--- config.mk ---
export PLATFORM = sky130hd
export DESIGN_NAME = arp_rx
export DESIGN_NICKNAME = d
export VERILOG_FILES = /design/src/rtl/arp_rx.sv
export SDC_FILE = /design/constraint.sdc
export NUM_CORES = 1
export LEC_CHECK = 0
export CAP_MARGIN = 30
export CORE_UTILIZATION = 35
export DETAILED_ROUTE_END_ITERATION = 7
export PLACE_DENSITY_LB_ADDON = 0.1
export RECOVER_POWER = 50
export SLEW_MARGIN = 20
export SYNTH_ARGS = -nofsm -noshare
export SYNTH_HDL_FRONTEND = slang
export SYNTH_SLANG_ARGS = --single-unit
--- constraint.sdc ---
create_clock -name clk -period 5.1 [get_ports clk]
set_input_delay 1.02 -clock clk [delete_from_list [all_inputs] [get_ports clk]]
set_output_delay 1.02 -clock clk [all_outputs]
set_load 0.01 [all_outputs]
--- src/rtl/arp_rx.sv ---
// arp_rx: parses byte-wise Ethernet frames and accepts ARP requests whose TPA is local_ip; optional build macro ARP_REPLY_ACCEPT_EN.
// Latency: arp_dv_out or arp_drop pulses for one cycle, one cycle after the tlast beat; remote_mac/remote_ip load on the same edge.
// Backpressure: none; rx_fifo_tready is held high in every cycle after reset, and gaps in tvalid are tolerated anywhere.
module arp_rx #(
    parameter logic [47:0] local_mac = 48'h00_0a_35_01_02_03,
    parameter logic [31:0] local_ip  = 32'h10_00_00_80
) (
    input  logic        clk,
    input  logic        reset,
    input  logic        rx_fifo_tvalid,
    output logic        rx_fifo_tready,
    input  logic [7:0]  rx_fifo_tdata,
    input  logic        rx_fifo_tlast,
    input  logic        rx_fifo_tuser,
    output logic        arp_dv_out,
    output logic [47:0] remote_mac,
    output logic [31:0] remote_ip,
    output logic        arp_drop
);

    typedef enum logic [1:0] {IDLE, HDR, DRAIN} state_t;

    state_t      state, state_nxt;
    logic [5:0]  cnt;
    logic        match, bcast, ucast;
    logic [47:0] sha_sh;
    logic [31:0] spa_sh;
    logic        beat, field_ok, frame_ok, bcast_nxt, ucast_nxt;
    logic        accept, reject;
    logic [7:0]  mac_b;

    assign beat = rx_fifo_tvalid && rx_fifo_tready;

    // Per-byte field check: compares the current beat against the value expected at its offset.
    always_comb begin
        field_ok  = 1'b1;
        bcast_nxt = bcast;
        ucast_nxt = ucast;
        case (cnt[2:0])
            3'd0:    mac_b = local_mac[47:40];
            3'd1:    mac_b = local_mac[39:32];
            3'd2:    mac_b = local_mac[31:24];
            3'd3:    mac_b = local_mac[23:16];
            3'd4:    mac_b = local_mac[15:8];
            default: mac_b = local_mac[7:0];
        endcase
        if (cnt <= 6'd5) begin
            // offset 0 starts both address sub-flags fresh for the new frame
            bcast_nxt = ((cnt == 6'd0) || bcast) && (rx_fifo_tdata == 8'hff);
            ucast_nxt = ((cnt == 6'd0) || ucast) && (rx_fifo_tdata == mac_b);
            if (cnt == 6'd5)
                field_ok = bcast_nxt || ucast_nxt;
        end
        case (cnt)
            6'd12: field_ok = (rx_fifo_tdata == 8'h08);
            6'd13: field_ok = (rx_fifo_tdata == 8'h06);
            6'd14: field_ok = (rx_fifo_tdata == 8'h00);
            6'd15: field_ok = (rx_fifo_tdata == 8'h01);
            6'd16: field_ok = (rx_fifo_tdata == 8'h08);
            6'd17: field_ok = (rx_fifo_tdata == 8'h00);
            6'd18: field_ok = (rx_fifo_tdata == 8'h06);
            6'd19: field_ok = (rx_fifo_tdata == 8'h04);
            6'd20: field_ok = (rx_fifo_tdata == 8'h00);
`ifdef ARP_REPLY_ACCEPT_EN
            6'd21: field_ok = (rx_fifo_tdata == 8'h01) || (rx_fifo_tdata == 8'h02);
`else
            6'd21: field_ok = (rx_fifo_tdata == 8'h01);
`endif
            6'd38: field_ok = (rx_fifo_tdata == local_ip[31:24]);
            6'd39: field_ok = (rx_fifo_tdata == local_ip[23:16]);
            6'd40: field_ok = (rx_fifo_tdata == local_ip[15:8]);
            6'd41: field_ok = (rx_fifo_tdata == local_ip[7:0]);
            default: ;
        endcase
        frame_ok = match && field_ok;
    end

    // Frame FSM next state and accept/reject decision on the tlast beat.
    always_comb begin
        state_nxt = state;
        accept    = 1'b0;
        reject    = 1'b0;
        if (beat) begin
            case (state)
                IDLE: begin
                    if (rx_fifo_tlast)
                        reject = 1'b1;
                    else
                        state_nxt = HDR;
                end
                HDR: begin
                    if (rx_fifo_tlast) begin
                        // only the offset-41 beat can complete a full ARP body here
                        if (cnt == 6'd41 && frame_ok && !rx_fifo_tuser)
                            accept = 1'b1;
                        else
                            reject = 1'b1;
                        state_nxt = IDLE;
                    end else if (cnt == 6'd41) begin
                        state_nxt = DRAIN;
                    end
                end
                DRAIN: begin
                    if (rx_fifo_tlast) begin
                        if (frame_ok && !rx_fifo_tuser)
                            accept = 1'b1;
                        else
                            reject = 1'b1;
                        state_nxt = IDLE;
                    end
                end
                default: state_nxt = IDLE;
            endcase
        end
    end

    // FSM state register.
    always_ff @(posedge clk) begin
        if (reset)
            state <= IDLE;
        else
            state <= state_nxt;
    end

    // Byte counter, match flags and SHA/SPA shadow capture.
    always_ff @(posedge clk) begin
        if (reset) begin
            cnt    <= 6'd0;
            match  <= 1'b1;
            bcast  <= 1'b0;
            ucast  <= 1'b0;
            sha_sh <= 48'd0;
            spa_sh <= 32'd0;
        end else if (beat) begin
            bcast <= bcast_nxt;
            ucast <= ucast_nxt;
            if (rx_fifo_tlast) begin
                cnt   <= 6'd0;
                match <= 1'b1;
            end else begin
                cnt   <= (cnt == 6'd63) ? cnt : cnt + 6'd1;
                match <= frame_ok;
            end
            if (cnt >= 6'd22 && cnt <= 6'd27)
                sha_sh <= {sha_sh[39:0], rx_fifo_tdata};
            if (cnt >= 6'd28 && cnt <= 6'd31)
                spa_sh <= {spa_sh[23:0], rx_fifo_tdata};
        end
    end

    // Registered strobes, ready, and requester address outputs.
    always_ff @(posedge clk) begin
        if (reset) begin
            rx_fifo_tready <= 1'b0;
            arp_dv_out     <= 1'b0;
            arp_drop       <= 1'b0;
            remote_mac     <= 48'd0;
            remote_ip      <= 32'd0;
        end else begin
            rx_fifo_tready <= 1'b1;
            arp_dv_out     <= accept;
            arp_drop       <= reject;
            if (accept) begin
                remote_mac <= sha_sh;
                remote_ip  <= spa_sh;
            end
        end
    end

endmodule

# Word level (Yosys, flattened, before mapping)
# Cells that the tools add are included.
[totals]
register_bits = 174
input_bits = 13
out_inout_bits = 83
wordCells = 105
[op_classes]
n_addsub = 1
order_cmp = 5
eq_ne = 34
muxes = 25
n_bitwise = 1
n_reduce_logical = 27
[ops]
columns = ["op", "count"]
rows = [
  ["equality test 6 x 5 -> 1 bit (second input constant)", 6],
  ["equality test 6 bit (second input constant)", 5],
  ["case mux 6 bit (5 select lines)", 1],
  ["equality test 6 x 4 -> 1 bit (second input constant)", 4],
  ["equality test 8 x 3 -> 1 bit (second input constant)", 2],
  ["equality test 8 bit (second input constant)", 2],
  ["two-way mux 1 bit", 14],
  ["greater-or-equal comparator 6 x 5 -> 1 bit (second input constant)", 2],
  ["<= comparator 6 x 5 -> 1 bit (second input constant)", 2],
  ["two-way mux 6 bit", 2],
  ["logical AND 1 bit", 9],
  ["equality test 8 x 1 -> 1 bit (second input constant)", 1],
  ["equality test 8 x 4 -> 1 bit (second input constant)", 1],
  ["equality test 8 x 5 -> 1 bit (second input constant)", 1],
  ["equality test 8 bit", 1],
  ["logical NOT 8 bit", 1],
  ["two-way mux 2 bit", 4],
  ["AND reduction 2 bit", 4],
  ["OR reduction 2 bit", 4],
  ["case mux 1 bit (7 select lines)", 1],
  ["adder 6 x 1 -> 6 bit (second input constant)", 1],
  ["equality test 3 x 2 -> 1 bit (second input constant)", 2],
  ["equality test 6 x 3 -> 1 bit (second input constant)", 1],
  ["<= comparator 6 x 3 -> 1 bit (second input constant)", 1],
  ["17 further kinds", 21],
]

# Longest topological paths before layout
[depth]
word_depth = 15
depth_mapped = 12
mapped_depth_nobuf = 9

# Worst setup path before layout
# No wires, ideal clock.
[synth_path]
path_type = "input -> register"
startpoint = "in rx_fifo_tdata[1]"
endpoint = "reg remote_ip[0]"
setup_ps = 118
arrival_ps = 2995
required_ps = 4982
path_slack_ps = 1986
path_stages = 8
path_buffers = 2
cell_sequence = "or4_4 -> a2111oi_4 -> a31oi_1 -> o41ai_4 -> o21ai_2 -> buf_6 -> buf_12 -> mux2i_1"
[synth_via]
elab_chain_cells = 13
word_cells_on_any_way = 25
cone_classes = "eq/ne: 8; mux: 9; reduce/logical: 8"
[synth_rtl]
columns = ["element", "line_no", "rtl"]
rows = [
  ["from (decl)", "12", "input logic [7:0] rx_fifo_tdata,"],
  ["equality test 8 bit, on equally long branches", "49, 50", ""],
  ["logical AND 1 bit, on equally long branches", "49, 50", ""],
  ["logical OR 1 bit", "52", "field_ok = bcast_nxt || ucast_nxt;"],
  ["two-way mux 1 bit", "51", "if (cnt == 6'd5)"],
  ["two-way mux 1 bit", "47", "if (cnt <= 6'd5) begin"],
  ["case mux 1 bit (7 select lines) (*)", "54", "case (cnt)"],
  ["logical AND 1 bit (*)", "75", "frame_ok = match && field_ok;"],
  ["logical AND 1 bit (2 in a row)", "94", "if (cnt == 6'd41 && frame_ok && !rx_fifo_tuser)"],
  ["two-way mux 1 bit", "94", ""],
  ["two-way mux 1 bit", "92", "if (rx_fifo_tlast) begin"],
  ["case mux 1 bit (2 select lines) (*)", "84", "case (state)"],
  ["two-way mux 1 bit (*)", "83", "if (beat) begin"],
  ["to (signal assigned)", "165", "remote_ip <= spa_sh;"],
  ["to (decl)", "17", "output logic [31:0] remote_ip,"],
]
# Every way passes the cells marked *; elsewhere a longest branch is shown, timed or not.
# A chain may end at the register's enable or synchronous reset.

# Worst setup path after layout
[layout_path]
startpoint = "in rx_fifo_tdata[1]"
endpoint = "reg remote_mac[30]"
[layout_via]
elab_chain_cells = 13
word_cells_on_any_way = 25
cone_classes = "eq/ne: 8; mux: 9; reduce/logical: 8"
[layout_rtl]
columns = ["element", "line_no", "rtl"]
rows = [
  ["equality test 8 bit, on equally long branches", "49, 50", ""],
  ["logical AND 1 bit, on equally long branches", "49, 50", ""],
  ["logical OR 1 bit", "52", ""],
  ["two-way mux 1 bit", "51", ""],
  ["two-way mux 1 bit", "47", ""],
  ["case mux 1 bit (7 select lines) (*)", "54", ""],
  ["logical AND 1 bit (*)", "75", ""],
  ["logical AND 1 bit (2 in a row)", "94", ""],
  ["two-way mux 1 bit", "94", ""],
  ["two-way mux 1 bit", "92", ""],
  ["case mux 1 bit (2 select lines) (*)", "84", ""],
  ["two-way mux 1 bit (*)", "83", ""],
  ["to (signal assigned)", "164", "remote_mac <= sha_sh;"],
  ["to (decl)", "16", "output logic [47:0] remote_mac,"],
]
# Marks and branches as above.

==> flow_metrics.py <==
metrics = {
    "worst_setup_path": {
        "cp_max_fo": 48,
        "cpPeakStageDelay_ps": 680,
        "cp-end-kind": "flip-flop",
        "crit_required_ps": 5380,
        "slowest_stage": "dlygate4sd3_1",
        "crit_path_start_kind": "primary input",
        "path_cells": "dlygate4sd3_1 -> or4_4 -> a2111oi_4 -> a31oi_1 -> o41ai_4 -> o21ai_4 -> buf_4 -> mux2i_1",
        "cp.arrival_ps": 4050,
        "worstSetupPathType": "in -> reg",
    },
    "sta": {
        "tns_ps": 0,
        "finalSetupViolCount": 0,
        "fin_crit_sh_pct": 73.9,
        "hold_viol": 0,
        "max_freq_ghz": 0.265,
        "max_slew.worst_pin.slew_ps": 1750,
        "grt_setup_unrepaired": "no",
        "min_period_ps": 3770,
        "max_slew_margin_pct": -16.4,
        "skew_ps": 9.09,
        "finalMaxSlewViolations": 82,
    },
    "floorplan": {
        "coreArea_um2": 20400,
        "rows": 52,
        "die_h_um": 147,
        "pin_count": 96,
        "fp.dieW_um": 147,
        "initial_utilization_pct": 36.0,
        "die_area_um2": 21600,
    },
    "clock_network": {
        "cts_setup_buffers": 0,
        "cts_made_buffers": 17,
        "clk_latency_ps": 420,
        "clockBufferDepth": 2,
        "cts_sinks": 174,
        "cts_resized": 0,
        "cts_tree": "done",
        "clk_pin_slew_ps": 70,
        "cts_htree_levels": 4,
        "cts_root_buf": "clkbuf_16",
        "holdBufCountCts": 0,
    },
    "synthesis": {
        "synth-warning-count": 0,
        "synth_common_cells": "328 x nand2_1, 174 x dfxtp_1, 86 x a21oi_1",
        "syn-cell-area_um2": 7350,
        "synth_cell_types": 53,
        "synthCells": 871,
        "synth.most_common_cell": "nand2_1",
        "synth_seq_cells": 174,
        "synth_top_area_cell": "dfxtp_1",
        "synthFlopType": "dfxtp_1",
        "netlist.area_leader.share_pct": 47.4,
        "ys_async_sr_fraction_pct": 0,
        "synth_nets": 894,
        "synth_edf_count": 0,
        "synth_area_leaders": "dfxtp_1 47%, nand2_1 17%, mux2i_1 11%",
        "synth.avg_cell_area_um2": 8.44,
        "synth-seq-area-share_pct": 47.4,
    },
    "routing": {
        "detail-route-antenna-nets": 0,
        "drc": 0,
        "dr.pass1.iters": 4,
        "drt_wl_total_um": 17300,
        "via_per_inst": 4.80,
        "wire_per_inst_um": 14.2,
        "vias": 5813,
        "drtIter0Drc": 278,
    },
    "run_status": {
        "violations": "max-capacitance violations, max-slew violations",
        "outcome": "finished with violations",
    },
    "worst_hold_path": {
        "hold_path.class": "reg -> reg",
    },
    "global_routing": {
        "antenna_found_initial": 0,
        "overflow": 0,
        "grt_max_degree": 92,
        "grt_first_pass_wirelength_um": 28900,
        "track_usage_pct": 16.6,
        "grt_pass1_vias": 5506,
    },
    "layout": {
        "n_fill_cell": 2118,
        "synthToLayoutAreaGrowth_pct": 22.1,
        "antenna_cells": 0,
        "drive_gt1_share_pct": 5.41,
        "multi_input_area_um2": 3460,
        "fin_nets": 952,
        "regArea_um2": 3480,
        "final_util_pct": 43.9,
    },
    "placement": {
        "numPortBuffers": 95,
        "hpwl_um": 10900,
        "gp_congestion": 0.798,
    },
    "power_and_ir_drop": {
        "power-per-cell-area_nw_per_um2": 316,
        "p_leak_nw": 3.70,
        "irDropWorstVdd_mv": 0.254,
    },
    "flow_run": {
        "max_cap_viol_count": 2,
    },
}
-- metrics by stage --
stage	std cells	instance area (um2)	setup slack [ps]	hold WS (ps)	total power [mW]
finish	1212	8980	1330	451	2.83
detailed placement	1179	8320	957	447	1.48
floorplan	871	7350	1990	434	1.44
CTS	1211	8960	1400	453	2.87
global route	1212	8980	1160	478	2.93
global placement	1179	8320	1000	442	1.48
-- path summary, 6_finish.rpt --
check | from | to | slack [ps] | cells after the start
max | rx_fifo_tdata[1] | remote_mac[30] | 1330 | 8
min | sha_sh[46] | remote_mac[46] | 450 | 2
max reg2reg | cnt[1] | remote_mac[30] | 1560 | 10
min reg2reg | sha_sh[46] | remote_mac[46] | 450 | 2
-- routing by layer --
metal	track usage, %	wire [um]
met5	0	0
met4	4.85	158
met3	3.14	484
met2	26.0	8040
met1	23.2	8580
-- cells in the final DEF, fill, tap and decap left out, drive strengths merged, types with 7 or more instances in the layout --
cell	instances
nand2	328
dlygate4sd3	86
ha	10
mux2i	83
o21ai	9
nand3	7
buf	9
nand3b	7
dfxtp	174
nor2b	8
clkdlybuf4s50	8
a21oi	86
nor2	18
clkbuf	20
inv	12
-- cells by family (layout without fill, tap and decap cells) --
logic type	count (synthesis)	after routing	share of synthesized area [%]
xor gates and xnor gates	9	9	1.07
buffers and inverters	73	144	5.77
muxes	83	83	11.3
AOI/OAI and AO/OA	121	121	10.1
DFF	174	174	47.4
adders and majority gates	10	10	1.70
and+or+nand+nor	401	401	22.7
-- sequential cells by signal, indices dropped and copies added (netlist names), 2 cells and up --
register and cells:
remote_ip 32, cnt 6, remote_mac 48, state 2
sha_sh 48, spa_sh 32
-- critical path, delay by kind of cell --
kind	cells	cell delay (ps)
compound gates	4	1140
buf+inv	2	1030
simple gates	1	570
mux	1	210
-- final cells by class --
cell class,count,area share [%]
Multi-Input combinational cell,624,38.5
Sequential cell,174,38.8
Timing Repair Buffer,104,11.5
Tap cell,270,3.76
Clock inverter,13,2.01
Clock buffer,19,5.04
Inverter,8,0.362
-- power by group --
part	leakage [nW]	switching (mW)	total [mW]	internal (mW)
clock	0.313	0.578	1.39	0.811
combinational	1.99	0.0583	0.0829	0.0246
sequential	1.40	0.00208	1.36	1.36
(Power assumes the default switching activity.)
